[src/rtl/mem_stream_sequencer.sv]
// Per-BX stream sequencer: one header word, then every reported entry of each
// memory channel tagged with its 1-based select, through a 4-deep valid/ready FIFO.
module mem_stream_sequencer #(
  parameter int NCHAN  = 12,
  parameter int DWIDTH = 40,
  parameter int SELW   = 5,
  parameter int BXW    = 3,
  parameter int NADDR  = 6
) (
  input  logic                    clk,
  input  logic                    reset,
  input  logic                    start,
  input  logic [BXW-1:0]          BX,
  input  logic [NCHAN*NADDR-1:0]  nent,
  output logic [NADDR-1:0]        rd_addr,
  output logic                    rd_en,
  output logic [SELW-1:0]         rd_sel,
  input  logic [NCHAN*DWIDTH-1:0] mem_dat,
  output logic [SELW+DWIDTH-1:0]  stream,
  output logic                    stream_valid,
  input  logic                    stream_ready,
  output logic                    busy,
  output logic                    trunc
);

  // state  | meaning
  // IDLE   | waiting for start
  // HEADER | pushing the header word, may also issue the first read
  // SCAN   | issuing reads over the nonzero channels
  // DONE   | waiting for the last read to land in the FIFO
  typedef enum logic [1:0] {IDLE, HEADER, SCAN, DONE} state_t;

  localparam int FDEPTH = 4;

  state_t                  state, state_nxt;
  logic [BXW-1:0]          bx_q;
  logic [NCHAN*NADDR-1:0]  nent_q;
  logic                    any_nz;
  logic [SELW-1:0]         cur_ch, nxt_ch, first_ch;
  logic                    nxt_found, first_found;
  logic [NADDR-1:0]        cur_addr, cur_cnt;
  logic                    last_addr;
  logic                    cap_vld;
  logic [SELW-1:0]         cap_sel;
  logic [DWIDTH-1:0]       cap_dat;
  logic [SELW+DWIDTH-1:0]  fifo_mem [FDEPTH];
  logic [1:0]              wr_ptr, rd_ptr;
  logic [2:0]              count;
  logic [3:0]              occ;
  logic                    hdr_push, dat_push, push, pop, flush, issue;
  logic [SELW+DWIDTH-1:0]  hdr_word, push_word;

  always_comb begin
    cur_cnt = '0;
    for (int c = 0; c < NCHAN; c++)
      if (cur_ch == SELW'(c)) cur_cnt = nent_q[c*NADDR +: NADDR];
  end

  // Descending scans so the lowest qualifying channel is the one that sticks.
  always_comb begin
    nxt_found = 1'b0;
    nxt_ch    = '0;
    for (int c = NCHAN-1; c >= 0; c--)
      if (SELW'(c) > cur_ch && nent_q[c*NADDR +: NADDR] != '0) begin
        nxt_found = 1'b1;
        nxt_ch    = SELW'(c);
      end
  end

  always_comb begin
    first_found = 1'b0;
    first_ch    = '0;
    for (int c = NCHAN-1; c >= 0; c--)
      if (nent[c*NADDR +: NADDR] != '0) begin
        first_found = 1'b1;
        first_ch    = SELW'(c);
      end
  end

  always_comb begin
    cap_dat = '0;
    for (int c = 0; c < NCHAN; c++)
      if (cap_sel == SELW'(c+1)) cap_dat = mem_dat[c*DWIDTH +: DWIDTH];
  end

  assign last_addr = (cur_addr == cur_cnt - NADDR'(1));
  assign hdr_word  = {{SELW{1'b1}}, bx_q, {(DWIDTH-BXW){1'b0}}};
  // Occupancy the FIFO is already committed to: stored, landing now, landing next cycle.
  assign occ       = 4'(count) + 4'(cap_vld) + 4'(rd_en);
  assign flush     = start && (state != IDLE);
  assign dat_push  = cap_vld && !flush;
  assign push      = hdr_push || dat_push;
  assign push_word = hdr_push ? hdr_word : {cap_sel, cap_dat};
  assign pop       = stream_valid && stream_ready;

  always_comb begin
    state_nxt = state;
    hdr_push  = 1'b0;
    issue     = 1'b0;
    case (state)
      IDLE: begin
        state_nxt = IDLE;
      end
      HEADER: begin
        if (count != 3'd4 && !cap_vld) begin
          hdr_push = 1'b1;
          if (!any_nz) begin
            state_nxt = DONE;
          end else begin
            state_nxt = SCAN;
            issue     = (occ + 4'd1 < 4'd4);
          end
        end
      end
      SCAN: begin
        issue = (occ < 4'd4);
      end
      DONE: begin
        if (!rd_en && !cap_vld) state_nxt = IDLE;
      end
      default: state_nxt = IDLE;
    endcase
    if (issue && last_addr && !nxt_found) state_nxt = DONE;
    if (start) begin
      state_nxt = HEADER;
      hdr_push  = 1'b0;
      issue     = 1'b0;
    end
  end

  always_ff @(posedge clk) begin
    if (reset) begin
      state    <= IDLE;
      bx_q     <= '0;
      nent_q   <= '0;
      any_nz   <= 1'b0;
      cur_ch   <= '0;
      cur_addr <= '0;
      rd_en    <= 1'b0;
      rd_addr  <= '0;
      rd_sel   <= '0;
      cap_vld  <= 1'b0;
      cap_sel  <= '0;
      trunc    <= 1'b0;
    end else begin
      state   <= state_nxt;
      trunc   <= flush;
      rd_en   <= issue;
      rd_addr <= issue ? cur_addr : '0;
      rd_sel  <= issue ? cur_ch + SELW'(1) : '0;
      cap_vld <= rd_en && !flush;
      cap_sel <= rd_sel;
      if (start) begin
        bx_q     <= BX;
        nent_q   <= nent;
        any_nz   <= first_found;
        cur_ch   <= first_ch;
        cur_addr <= '0;
      end else if (issue) begin
        if (last_addr) begin
          cur_ch   <= nxt_ch;
          cur_addr <= '0;
        end else begin
          cur_addr <= cur_addr + NADDR'(1);
        end
      end
    end
  end

  always_ff @(posedge clk) begin
    if (reset || flush) begin
      wr_ptr <= '0;
      rd_ptr <= '0;
      count  <= '0;
    end else begin
      if (push) wr_ptr <= wr_ptr + 2'd1;
      if (pop)  rd_ptr <= rd_ptr + 2'd1;
      count <= count + 3'(push) - 3'(pop);
    end
  end

  always_ff @(posedge clk) begin
    if (push) fifo_mem[wr_ptr] <= push_word;
  end

  assign stream_valid = (count != 3'd0);
  assign stream       = stream_valid ? fifo_mem[rd_ptr] : '0;
  assign busy         = (state != IDLE) || stream_valid;

endmodule
[config.mk]
export PLATFORM = sky130hd
export DESIGN_NAME = mem_stream_sequencer
export DESIGN_NICKNAME = d
export VERILOG_FILES = /design/src/rtl/mem_stream_sequencer.sv
export SDC_FILE = /design/constraint.sdc
export NUM_CORES = 1
export LEC_CHECK = 0
export ABC_AREA = 1
export ABC_CLOCK_PERIOD_IN_PS = 5550
export BUFFER_PORTS_ARGS = -buffer_cell sky130_fd_sc_hd__buf_4
export CELL_PAD_IN_SITES_DETAIL_PLACEMENT = 1
export CELL_PAD_IN_SITES_GLOBAL_PLACEMENT = 1
export CORE_AREA = 8 8 233 235
export DETAILED_ROUTE_END_ITERATION = 10
export DIE_AREA = 0 0 241 243
export GPL_ROUTABILITY_DRIVEN = 0
export PLACE_DENSITY_LB_ADDON = 0.25
export SYNTH_ARGS = -nofsm -noshare
export SYNTH_HDL_FRONTEND = slang
export SYNTH_SLANG_ARGS = --single-unit
[constraint.sdc]
create_clock -name clk -period 5.55 [get_ports clk]
set_clock_uncertainty 0.15 [all_clocks]
set_input_delay 1.3875 -clock clk [delete_from_list [all_inputs] [get_ports clk]]
set_output_delay 1.3875 -clock clk [all_outputs]
set_load 0.02 [all_outputs]
* Yosys cells after proc, flatten, opt, wreduce, memory -nomap -nowiden *
Memory sizes are Yosys's and may differ from the RTL's. A register that Yosys moved wholly into a read port is not among the register bits.
Index checks and enable logic that the tools add are counted.

storage, ports and cells
  register bits after elaboration = 115
  memory bits (writable) = 180
  input port bits = 559
  output and inout port bits = 60
  word-level logic and storage cells = 233
  memories kept = 1

memories
  name      words  width  rd ports  clocked after memory_dff  wr ports  RTL line  text
  fifo_mem  4      45     1         1                         1         46        logic [SELW+DWIDTH-1:0] fifo_mem [FDEPTH];

cells by class
  add/subtract/negate cells = 10
  order comparisons = 14
  equality and inequality tests = 32
  multiplexer cells = 95
  bitwise logic cells = 1
  reduce and logical (&&, ||, !) cells = 64

operators by type and width
  operator                                                                       number
  40-bit two-way mux                                                             12
  6-bit nonzero test                                                             24
  5-bit two-way mux                                                              25
  45-bit two-way mux                                                             2
  6-bit two-way mux                                                              13
  5-bit by 4-bit equality test with 1-bit output (second input constant)         9
  5-bit by 3-bit equality test with 1-bit output (second input constant)         8
  1-bit two-way mux                                                              34
  5-bit by 2-bit equality test with 1-bit output (second input constant)         4
  3-bit by 5-bit > comparator with 1-bit output (first input constant)           4
  4-bit by 5-bit > comparator with 1-bit output (first input constant)           4
  1-bit logical AND                                                              20
  5-bit by 1-bit equality test with 1-bit output (second input constant)         2
  1-bit by 5-bit > comparator with 1-bit output (first input constant)           2
  2-bit by 5-bit > comparator with 1-bit output (first input constant)           2
  2-bit two-way mux                                                              5
  3-bit != test (second input constant)                                          3
  4-bit by 3-bit less-than comparator with 1-bit output (second input constant)  2
  4-bit two-way mux                                                              2
  4-bit != test (second input constant)                                          2
  6-bit by 1-bit adder with 6-bit output (second input constant)                 1
  6-bit equality test                                                            1
  2-bit case mux with 3 select lines                                             1
  3-bit AND reduction                                                            2
  other kinds (22)                                                               32

* Longest topological paths before layout *
  depth in word-level cells = 19
  gate-level depth with buffers = 31
  mapped depth without buffers = 31

* Least setup slack after synthesis *
Ideal clock, no wire load.

  path type = input to register
  start point = input start
  end point = memory fifo_mem[0][0] (netlist bit), enable pin
  library setup time = 0.448 ns
  data arrival time = 4.181 ns
  required time = 4.952 ns
  setup slack = 0.771 ns
  stages on the path = 6
  path buffers = 1
  cell sequence = clkbuf_1 -> nor2_1 -> clkinv_1 -> nand2_1 -> clkinv_1 -> nor2_1

between the ends
  longest elaborated chain between the ends = 6

RTL lines
  item                                       RTL line  text
  start, declared                            12        input logic start,
  1-bit logical AND                          90        assign flush = start && (state != IDLE);
  1-bit zero test                            91        assign dat_push = cap_vld && !flush;
  1-bit logical AND                          91
  1-bit logical OR *                         92        assign push = hdr_push || dat_push;
  1-bit two-way mux *                        183       if (push) fifo_mem[wr_ptr] <= push_word;
  1-bit two-way mux (not written as such) *  183
  end, declared                              46

Every way passes the cells marked *; elsewhere a longest branch is shown, timed or not.

* Final worst setup path *
  start point = register cap_sel[4]
  end point = memory fifo_mem[1][8] (netlist bit) (data pin)

between the ends
  longest elaborated chain between the ends = 14

RTL lines
  item                                            RTL line  text
  start, declared                                 44        logic [SELW-1:0] cap_sel;
  start signal, assigned                          152       cap_sel <= rd_sel;
  5-bit by 1-bit equality test with 1-bit output  83        if (cap_sel == SELW'(c+1)) cap_dat = mem_dat[c*DWIDTH +: DWIDTH];
  40-bit two-way mux (11 in series)               83
  40-bit two-way mux *                            83
  45-bit two-way mux *                            93        assign push_word = hdr_push ? hdr_word : {cap_sel, cap_dat};
  via push_word[8]                                51        logic [SELW+DWIDTH-1:0] hdr_word, push_word;

Mark *: on every way through the listed nets, which the timed path passes. The rest lies on a longest branch.

==> PnR_summary.wiki <==
{| class="wikitable"
! Metric !! Value
|-
| Netlist area before placement || 16,400 µm²
|-
| Number of gates given a new drive strength after cts || 0
|-
| H-tree depth reported by CTS || 1
|-
| Most frequent cells after synthesis || sky130_fd_sc_hd__nor2_1, sky130_fd_sc_hd__nand2_1, sky130_fd_sc_hd__o21ai_0
|-
| Startpoint types || register
|-
| Global-route wire length before repair || 127,000 µm
|-
| Beginning of the worst register-to-register path || cap_sel[4]$_SDFF_PP0_
|-
| Number of endpoints failing setup at the final stage || 0
|-
| Most repeated cell in the gate-level netlist after synthesis || sky130_fd_sc_hd__nor2_1
|-
| Synth top area cells || sky130_fd_sc_hd__edfxtp_1, sky130_fd_sc_hd__dfxtp_1, sky130_fd_sc_hd__nor2_1, sky130_fd_sc_hd__nand2_1, sky130_fd_sc_hd__o21ai_0
|-
| Number of antenna violations at the first check in global routing || 6
|-
| Detailed placement HPWL || 70,300 µm
|-
| Number of library cell types mapped by synthesis || between 50 and 60
|-
| Share of synthesized registers carrying an async set or reset || 0%
|-
| Clock tree root driver cell || sky130_fd_sc_hd__clkbuf_16
|-
| Routed via count divided by cell count || about 5.4
|-
| Layout-stage area growth over the synthesis result || 38.2%
|-
| Hold violation total from the final report || 0
|-
| Post-Syn Area per Cell || 7.74 µm²
|-
| Min-delay worst type || reg -> reg
|-
| Number of cells produced by synthesis || roughly 2.1k
|-
| Share of the clock period used by the worst path after layout || 86.5%
|-
| Number of flops mapped to enable cells by yosys || 180
|-
| Run status || completed
|-
| Inserted Clock Buffers || 31
|-
| Detailed Routing Iterations Pass 1 || 5
|-
| Yosys warning total || 0
|-
| Total number of nets in the final design || about 3.3k
|-
| Final-layout setup total negative slack || 0 ps
|-
| Effective utilization at floorplan || 32.5%
|-
| Number of inserted filler cells in the final layout || 6,299
|-
| Primary flip-flop cell chosen by synthesis mapping || sky130_fd_sc_hd__edfxtp_1
|-
| Start point of the worst hold path || nent_q[58]$_SDFFE_PP0P_
|-
| DRC marker count from the first detailed-route iteration || approximately 1.3k
|-
| Post-detailed-route wirelength per cell || 26.2 µm
|-
| Power density of the placed cells || 287 nW/µm²
|-
| Headroom to the max-slew limit || approximately a quarter
|-
| Clock sink count || 296
|-
| Worst Path Max Fanout || 16
|-
| Number of I/O port buffers || 618
|-
| Overall die width || between 200 and 250 µm
|-
| Die Y || 243 µm
|-
| Critical path origin || cap_sel[4]$_SDFF_PP0_
|-
| Clock latency reported for the late side of the worst-skew pair || 590 ps
|-
| Kind of critical path || reg -> reg
|-
| Via count of the first global-routing pass || 19.1k
|-
| Data arrival time of the worst path || 4870 ps
|-
| Endpoint required time on the critical path || 5620 ps
|-
| Final routed DRC violation total || 0
|-
| Final routed wirelength across all metal layers || 88,800 µm
|-
| Core Footprint || 50,700 µm²
|-
| Count of hold-fix buffers inserted at cts || 0
|-
| Clock-pin slew of the registers on the worst-case setup and hold paths || 60 ps
|-
| Max Freq || 0.208 GHz
|-
| Total Die Area || approximately 60,000 µm²
|-
| Largest voltage drop on the vdd net || between 0.2 and 0.25 mV
|-
| Global-route usage over all layers || 28.9%
|-
| Count of maximum capacitance violations || 0
|-
| Maximum number of pins on one net before global-route repair || between 90 and 100
|-
| # IOs || 619
|-
| Detail Route Antenna Nets || 0
|-
| Count of standard-cell rows || 83
|-
| Setup crit end kind || register
|-
| Sequential cell area fraction in the yosys report || 47.0%
|-
| Routed vias || 18.2k
|-
| Cell taking the most area after synthesis || sky130_fd_sc_hd__edfxtp_1
|-
| Worst hold-check slack || ~320 ps
|-
| Residual overflow from global routing || 0
|-
| Time the worst path needs with I/O delays and setup || approximately 4800 ps
|-
| Static Leak || 9.91 nW
|-
| Setup repair after global routing missed its margin || no
|-
| TritonCTS clock tree || done
|-
| Layout cells sized above 1 || 27.8%
|-
| Number of setup buffers added after CTS || 0
|-
| Synth Register Bits || 296
|-
| Net Count, Synth || 2,704
|-
| Synth top area share || 32.9%
|-
| Number of max-slew violations in the final report || 0
|-
| CTS Buffer Depth || 3
|-
| Measured slew at the worst slew-check pin || 1110 ps
|}
## placed cells by master (no fill, tap or decap), types with 11 or more instances in the layout
cell and instances:
sky130_fd_sc_hd__ha_1 17, sky130_fd_sc_hd__nand3_1 59, sky130_fd_sc_hd__a221oi_1 67, sky130_fd_sc_hd__nor3b_1 12
sky130_fd_sc_hd__nor4_1 15, sky130_fd_sc_hd__nor2_4 14, sky130_fd_sc_hd__o22ai_1 36, sky130_fd_sc_hd__o211ai_1 11
sky130_fd_sc_hd__edfxtp_1 180, sky130_fd_sc_hd__inv_1 209, sky130_fd_sc_hd__nand4_1 38, sky130_fd_sc_hd__inv_2 14
sky130_fd_sc_hd__dfxtp_1 114, sky130_fd_sc_hd__a21oi_1 111, sky130_fd_sc_hd__a41oi_1 30, sky130_fd_sc_hd__buf_4 642
sky130_fd_sc_hd__o21ai_0 236, sky130_fd_sc_hd__clkbuf_16 31, sky130_fd_sc_hd__a31oi_1 11, sky130_fd_sc_hd__nand2_1 366
sky130_fd_sc_hd__nor2_1 380
## sequential cells by signal, summed over array words and instances (netlist names), 2 cells and up, named ones only
register,count
wr_ptr,2
cap_sel,5
rd_ptr,2
rd_addr,6
nent_q,72
state,2
cur_ch,4
cur_addr,6
fifo_mem,180
rd_sel,5
bx_q,3
count,3
## power breakdown
part	internal (mW)	switching, mW	total [mW]
combinational	0.744	1.28	2.03
sequential	2.41	0.0619	2.47
clock	1.14	0.878	2.02
## path summary, 6_finish.rpt
check                                                 to  slack [ps]  depth (start not counted)
worst min-delay path             nent_q[58]$_SDFFE_PP0P_         320                          2
worst max register to register  fifo_mem[1][8]$_DFFE_PP_         750                         10
worst min register to register   nent_q[58]$_SDFFE_PP0P_         320                          2
worst max-delay path            fifo_mem[1][8]$_DFFE_PP_         750                         10
## routing by layer
layer	wire (µm)	vias to the layer above	GRT usage, %
met5	61	-	0
met4	3000	10	8.53
met3	7740	128	6.88
met2	41600	811	48.2
met1	36400	8820	36.5
li1	-	8436	-
## critical path, cell delays in order, from the launching register on
cell and delay (ps):
sky130_fd_sc_hd__dfxtp_1 320, sky130_fd_sc_hd__nor2_1 620, sky130_fd_sc_hd__inv_1 160, sky130_fd_sc_hd__nor2_1 130, sky130_fd_sc_hd__inv_1 140, sky130_fd_sc_hd__nor2_2 620, sky130_fd_sc_hd__inv_1 420, sky130_fd_sc_hd__o21ai_0 680
sky130_fd_sc_hd__nand2_1 130, sky130_fd_sc_hd__a221oi_1 600, sky130_fd_sc_hd__a41oi_1 450
## logic make-up (layout without fill, tap and decap cells)
family	after synthesis	in the layout	share of synthesized area (%)
flops	296	296	47.0
other cells	0	2	0
buf+inv	346	924	8.03
fa+ha+maj	19	19	1.54
xor+xnor	3	3	0.160
simple gates	926	926	23.6
compound gates	536	536	19.7
## stage by stage
stage | total power [mW] | std cells | util [%] | setup slack [ps] | cell area [µm²]
floorplan | 3.46 | 2126 | - | 771 | 16400
global placement | 4.52 | 3328 | 42.9 | 1110 | 21700
detailed placement | 4.55 | 3328 | 42.9 | 959 | 21700
CTS | 6.58 | 3384 | 44.8 | 940 | 22700
global route | 6.80 | 3384 | 44.8 | 689 | 22700
finish | 6.52 | 3386 | 44.9 | 752 | 22700
## cell type report
| class | instances | area, µm² | share of cell area [%] |
|---|---|---|---|
| antenna | 2 | 5.00 | 0.0220 |
| clock inverter | 16 | 115 | 0.506 |
| inverter | 226 | 848 | 3.73 |
| sequential | 296 | 7730 | 34.0 |
| timing repair buffer | 642 | 4820 | 21.2 |
| clock buffer | 40 | 863 | 3.80 |
| multi-input combinational | 1484 | 7500 | 33.0 |
| tap | 680 | 851 | 3.74 |
Power figures use the tool's default switching activity.
